File: src/rtl/fsmcnt_pkg.sv
// Shared sizes, slot encoding and digit wrap helper for the round-robin display counter.
package fsmcnt_pkg;

    localparam int MAX_DIG = 8;
    localparam int SLOT_W  = 3;
    localparam int DIG_W   = 4;
    localparam int SEG_W   = 7;

    // All segments off (active-low) for digits outside the active set.
    localparam logic [SEG_W-1:0] SEG_BLANK = 7'h7F;

    // Slot index of the sequencing FSM; only SLOT0..SLOT(NDIG-1) are ever reached.
    typedef enum logic [SLOT_W-1:0] {
        SLOT0, SLOT1, SLOT2, SLOT3, SLOT4, SLOT5, SLOT6, SLOT7
    } slot_e;

    // One step of a modulo-base digit: dir=0 counts up, dir=1 counts down, both wrap.
    function automatic logic [DIG_W-1:0] next_digit(input logic [DIG_W-1:0] val,
                                                    input logic             dir,
                                                    input logic [DIG_W:0]   base);
        logic [DIG_W-1:0] top;
        top = DIG_W'(base - 5'd1);
        if (!dir) begin
            next_digit = (val == top) ? '0 : val + 1'b1;
        end else begin
            next_digit = (val == '0) ? top : val - 1'b1;
        end
    endfunction

endpackage

File: src/rtl/hexdigit.sv
// Hex value to active-low 7-segment pattern, segment order {g,f,e,d,c,b,a}.
module hexdigit (
    input  logic [3:0] digit,
    output logic [6:0] seg
);

    // Pure lookup table; every input value maps to a pattern.
    always_comb begin
        case (digit)
            4'h0: seg = 7'h40;
            4'h1: seg = 7'h79;
            4'h2: seg = 7'h24;
            4'h3: seg = 7'h30;
            4'h4: seg = 7'h19;
            4'h5: seg = 7'h12;
            4'h6: seg = 7'h02;
            4'h7: seg = 7'h78;
            4'h8: seg = 7'h00;
            4'h9: seg = 7'h10;
            4'hA: seg = 7'h08;
            4'hB: seg = 7'h03;
            4'hC: seg = 7'h46;
            4'hD: seg = 7'h21;
            4'hE: seg = 7'h06;
            default: seg = 7'h0E;
        endcase
    end

endmodule

File: src/rtl/fsmcnt_seq.sv
// Round-robin multi-digit counter: a tick divider or manual step advances a slot FSM,
// each advance bumps the digit named by the current slot, digits drive 7-segment outputs.
module fsmcnt_seq
    import fsmcnt_pkg::*;
#(
    parameter int          CLK_FREQ = 50_000_000,
    parameter int unsigned TICK_DIV = CLK_FREQ,
    parameter int          NDIG     = 4,
    parameter int          BASE     = 16,
    parameter logic [23:0] ORDER    = 24'o76541320
) (
    input  logic                       clk,
    input  logic                       rst_n,
    input  logic                       en,
    input  logic                       manual,
    input  logic                       step,
    input  logic                       dir,
    input  logic                       clear,
    output logic [MAX_DIG*SEG_W-1:0]   hex,
    output logic [MAX_DIG*DIG_W-1:0]   digits,
    output logic [SLOT_W-1:0]          slot,
    output logic                       tick
);

    logic [31:0]      cnt;
    logic             step_q;
    logic             step_rise;
    logic             adv;
    slot_e            slot_q;
    slot_e            slot_n;
    logic [SLOT_W-1:0] cur_dig;
    logic [DIG_W-1:0] dig_q [MAX_DIG];

    assign step_rise = step & ~step_q;
    // A tick is discarded in manual mode and a step is ignored in auto mode.
    assign adv       = en & ~clear & (manual ? step_rise : tick);
    assign slot      = slot_q;

    // Free-running divider producing a registered one-cycle tick every TICK_DIV cycles.
    // NOTE: sequential state uses non-blocking assignments so every flop samples pre-edge values.
    always_ff @(posedge clk or negedge rst_n) begin
        if (!rst_n) begin
            cnt  <= '0;
            tick <= 1'b0;
        end else if (clear) begin
            cnt  <= '0;
            tick <= 1'b0;
        end else if (en) begin
            if (cnt == 32'(TICK_DIV - 1)) begin
                cnt  <= '0;
                tick <= 1'b1;
            end else begin
                cnt  <= cnt + 32'd1;
                tick <= 1'b0;
            end
        end else begin
            tick <= 1'b0;
        end
    end

    // Step history for rising-edge detection; keeps tracking through clear.
    always_ff @(posedge clk or negedge rst_n) begin
        if (!rst_n) begin
            step_q <= 1'b0;
        end else begin
            step_q <= step;
        end
    end

    // Slot FSM state register.
    always_ff @(posedge clk or negedge rst_n) begin
        if (!rst_n) begin
            slot_q <= SLOT0;
        end else if (clear) begin
            slot_q <= SLOT0;
        end else begin
            slot_q <= slot_n;
        end
    end

    // Next slot and the digit index the current slot points at.
    // NOTE: every output of this block gets a default first so no latch is inferred.
    always_comb begin
        slot_n  = slot_q;
        cur_dig = ORDER[3*int'(slot_q) +: 3];
        if (adv) begin
            slot_n = (int'(slot_q) == NDIG - 1) ? SLOT0 : slot_e'(slot_q + 3'd1);
        end
    end

    // Digit registers: the slot's digit moves one step on each advance; dead slots change nothing.
    // NOTE: the digit array is small and must read 0 after reset, so it is reset like plain flops.
    always_ff @(posedge clk or negedge rst_n) begin
        if (!rst_n) begin
            for (int i = 0; i < MAX_DIG; i++) dig_q[i] <= '0;
        end else if (clear) begin
            for (int i = 0; i < MAX_DIG; i++) dig_q[i] <= '0;
        end else if (adv && (int'(cur_dig) < NDIG)) begin
            dig_q[cur_dig] <= next_digit(dig_q[cur_dig], dir, 5'(BASE));
        end
    end

    // Per-digit decode; digits outside the active set read 0 and show blank.
    for (genvar i = 0; i < MAX_DIG; i++) begin : g_dig
        logic [SEG_W-1:0] seg;
        hexdigit u_hex (
            .digit (dig_q[i]),
            .seg   (seg)
        );
        assign hex[SEG_W*i +: SEG_W]    = (i < NDIG) ? seg : SEG_BLANK;
        assign digits[DIG_W*i +: DIG_W] = (i < NDIG) ? dig_q[i] : '0;
    end

endmodule
File: config.mk
export PLATFORM = sky130hd
export DESIGN_NAME = fsmcnt_seq
export DESIGN_NICKNAME = d
export VERILOG_FILES = /design/src/rtl/fsmcnt_pkg.sv /design/src/rtl/hexdigit.sv /design/src/rtl/fsmcnt_seq.sv
export SDC_FILE = /design/constraint.sdc
export NUM_CORES = 1
export LEC_CHECK = 0
export CORE_MARGIN = 3
export CORE_UTILIZATION = 57
export DETAILED_ROUTE_END_ITERATION = 8
export HOLD_SLACK_MARGIN = 0.15
export PLACE_DENSITY = 0.87
export SLEW_MARGIN = 5
export SYNTH_ARGS = -nofsm -noshare
export SYNTH_HDL_FRONTEND = slang
export SYNTH_SLANG_ARGS = --single-unit
export TNS_END_PERCENT = 5
File: constraint.sdc
create_clock -name clk -period 4.8 [get_ports clk]
set_input_delay 0.72 -clock clk [delete_from_list [all_inputs] [get_ports clk]]
set_output_delay 0.72 -clock clk [all_outputs]
set_load 0.005 [all_outputs]
==> results.tsv <==
stage	metric	value	unit
run_status	status	finished, final reports clean	
yosys	synth_edf_count	0	
worst_hold_path	hp-class	flip-flop to flip-flop	
worst_setup_path	timing.rr.end	digits[7]	
cts	cts_buffers	9	
grt	grt_pass1_vias	3833	
die	io_pins	99	
placed_design	gp_congestion	0.951	
die	rows	33	
cells_and_area	drive_gt1_frac	0.0518	
timing	fin_ws	1280	ps
detailed_routing	viasPerCell	5.85	
detailed_routing	wl	10700	um
cts	cts.clk_slew.worst_paths	70	ps
worst_setup_path	criticalPathCategory	flip-flop to flip-flop	
yosys	synthCells	574	
placed_design	post_dp_cell_area	5250	um^2
cells_and_area	area_growth	8.08	%
pwr	ir_drop	0.000149	V
worst_setup_path	critPathMaxFanout	20	
worst_hold_path	min_from	cnt[22]	
timing	hold_violations	0	
worst_setup_path	start_kind	flip-flop	
cells_and_area	final_cell_mix	dfrtp_1, o21ai_0, clkdlybuf4s50_1, nand2_1, nor2_1	
timing	fin_skew	9.09	ps
die	fp.coreArea	8380	um^2
cts	clock_sinks	69	
yosys	ys_warn_count	0	
timing	relSlewSlack	0.306	
cts	cts_setup_buffers	0	
placed_design	io_buffers	54	
yosys	synth_cell_types	52	
timing	rsz0062_at_grt	false	
cts	root_buffer	clkbuf_8	
die	die-width	99.7	um
placed_design	preCtsSetupSlack	1390	ps
timing	fin_crit	3520	ps
worst_setup_path	cp-end-kind	flip-flop	
cells_and_area	finish.instance_area	5400	um^2
worst_setup_path	r2r_slack	1280	ps
detailed_routing	vias	4119	
cts	postCtsHoldBufs	0	
detailed_routing	drc	0	
yosys	synth_ff_type	dfrtp_1	
yosys	netlist_area	5000	um^2
worst_hold_path	hold-path-endpoint	cnt[22]	
timing	fin_tns_setup	0	ps
grt	antenna_found_initial	0	
grt	grtUsageTotal	0.220	
timing	finalCritPeriodShare	0.733	
worst_setup_path	r2r_cells	8	
cells_and_area	finalNetCount	630	
cells_and_area	diodes	0	
worst_hold_path	hold_depth	1	
timing	fmax	284	MHz
yosys	ys_seq_elements	69	
worst_setup_path	rr_startpoint	slot[1]	
yosys	seq_area_frac_synth	0.345	
pwr	powerDensity	200	nW/um^2
grt	grt_max_degree	70	
detailed_routing	wl_per_cell	15.2	um
worst_setup_path	cp_data_arrival_time	3810	ps
die	die-area	9930	um^2
die	initial_utilization	0.597	
cells_and_area	fillers	708	
detailed_routing	drt-pass1-iter-count	7	
timing	tightest_slew	1040	ps
yosys	synthArstFlopShare	1.00	
yosys	avgSynthCellArea	8.71	um^2
run	drv_cap	0	
cts	htree_levels	3	
cts	clk_latency	360	ps
timing	finalSetupViolCount	0	
detailed_routing	drtAntennaViolNets	0	
placed_design	hpwl	7570	um
worst_setup_path	required	5090	ps
die	die_h	99.7	um
cells_and_area	mostFrequentLayoutCell	dfrtp_1	
cts	clockBufferDepth	2	
timing	maxSlewViolCount	0	
detailed_routing	dr.first_iter.drc_count	225	
cts	cts_tree	done	
pwr	power_leakage	2.27	nW
cts	post_cts_resized	0	
grt	grt_overflow	0	
grt	grt_pass1_wl	18000	um
## cells by family (layout without fill, tap and decap cells)
| logic type | after synthesis | count (layout) | synth area share |
|---|---|---|---|
| compound gates | 145 | 145 | 0.184 |
| xor+xnor | 5 | 5 | 0.00876 |
| fa+ha+maj | 28 | 28 | 0.0701 |
| buf+inv | 106 | 89 | 0.134 |
| flops | 69 | 69 | 0.345 |
| mux | 27 | 27 | 0.0668 |
| other cells | 2 | 44 | 0.00150 |
| simple gates | 192 | 192 | 0.190 |
## critical path, stage by stage (launching register included)
cell      delay (ps)
dfrtp_1          630
ha_1             520
mux4_1           570
a21oi_1          460
inv_1            110
ha_1             250
o31a_2           390
a211oi_4         300
a32o_2           220
## report_power, final
part           switching (mW)  total, mW  internal, mW  leakage (nW)
Sequential            0.00561      0.590         0.584         0.960
Combinational          0.0579     0.0866        0.0287          1.23
Clock                   0.209      0.406         0.198        0.0833
Total                   0.272       1.08         0.810          2.27
## sequential cells by signal (all words and copies together) (netlist names)
| signal | count |
|---|---|
| slot | 3 |
| tick | 1 |
| dig_q | 16 |
| digits | 16 |
| step_q | 1 |
| cnt | 32 |
## per-stage QoR
step / hold WS, ps / power, mW / utilization / cells
6_report: 501 / 1.08 / 0.645 / 704
5_1_grt: 526 / 1.12 / 0.645 / 704
4_1_cts: 501 / 1.08 / 0.645 / 704
3_5_place_dp: 490 / 0.686 / 0.626 / 689
3_3_place_gp: 482 / 0.683 / 0.626 / 689
2_1_floorplan: 424 / 0.679 / - / 616
## layout make-up
type                            count  area, um^2  share of cell area
Timing Repair Buffer               57         558               0.103
Clock buffer                       13         149              0.0276
Multi-Input combinational cell    441        2770               0.512
Clock inverter                      2        10.0             0.00185
Sequential cell                    69        1730               0.320
Inverter                           17        63.8              0.0118
Tap cell                          105         131              0.0243
## routing by layer
layer  vias to the layer above  wire (um)  track usage
met2                       170       5210        0.365
met5                         -          0            0
li1                       1964          -            -
met4                         0        176       0.0704
met1                      1967       4570        0.286
met3                        18        759       0.0512
## Yosys cell counts, drive strengths merged (4+ instances only)
library cell,n,area [um^2]
buf,65,503
a32o,7,72.6
mux2,5,56.3
dfrtp,69,1730
nand3b,5,37.5
o21ai,63,327
o22ai,4,25.0
nand2,49,184
nor2,47,176
nor2b,24,150
o31ai,13,97.6
and3,5,31.3
o41ai,6,52.6
a31oi,7,43.8
nor3,13,65.1
clkbuf,24,101
ha,28,350
nor3b,4,30.0
a21oi,28,140
mux2i,18,180
xor2,4,35.0
nand2b,9,56.3
nand4,13,81.3
nand3,12,60.1
and2,5,31.3
inv,17,63.8
mux4,4,97.6
a22o,7,62.6
## how the worst max path moves through the flow
stage                     startpoint          to  slack [ps]
after floorplan              slot[0]  digits[15]        2000
after global placement       slot[1]  digits[15]        1570
after detailed placement     slot[1]   digits[7]        1390
after CTS                    slot[1]   digits[7]        1340
after global routing         slot[1]   digits[7]        1150
final                        slot[1]   digits[7]        1280
Power figures use the tool's default switching activity.
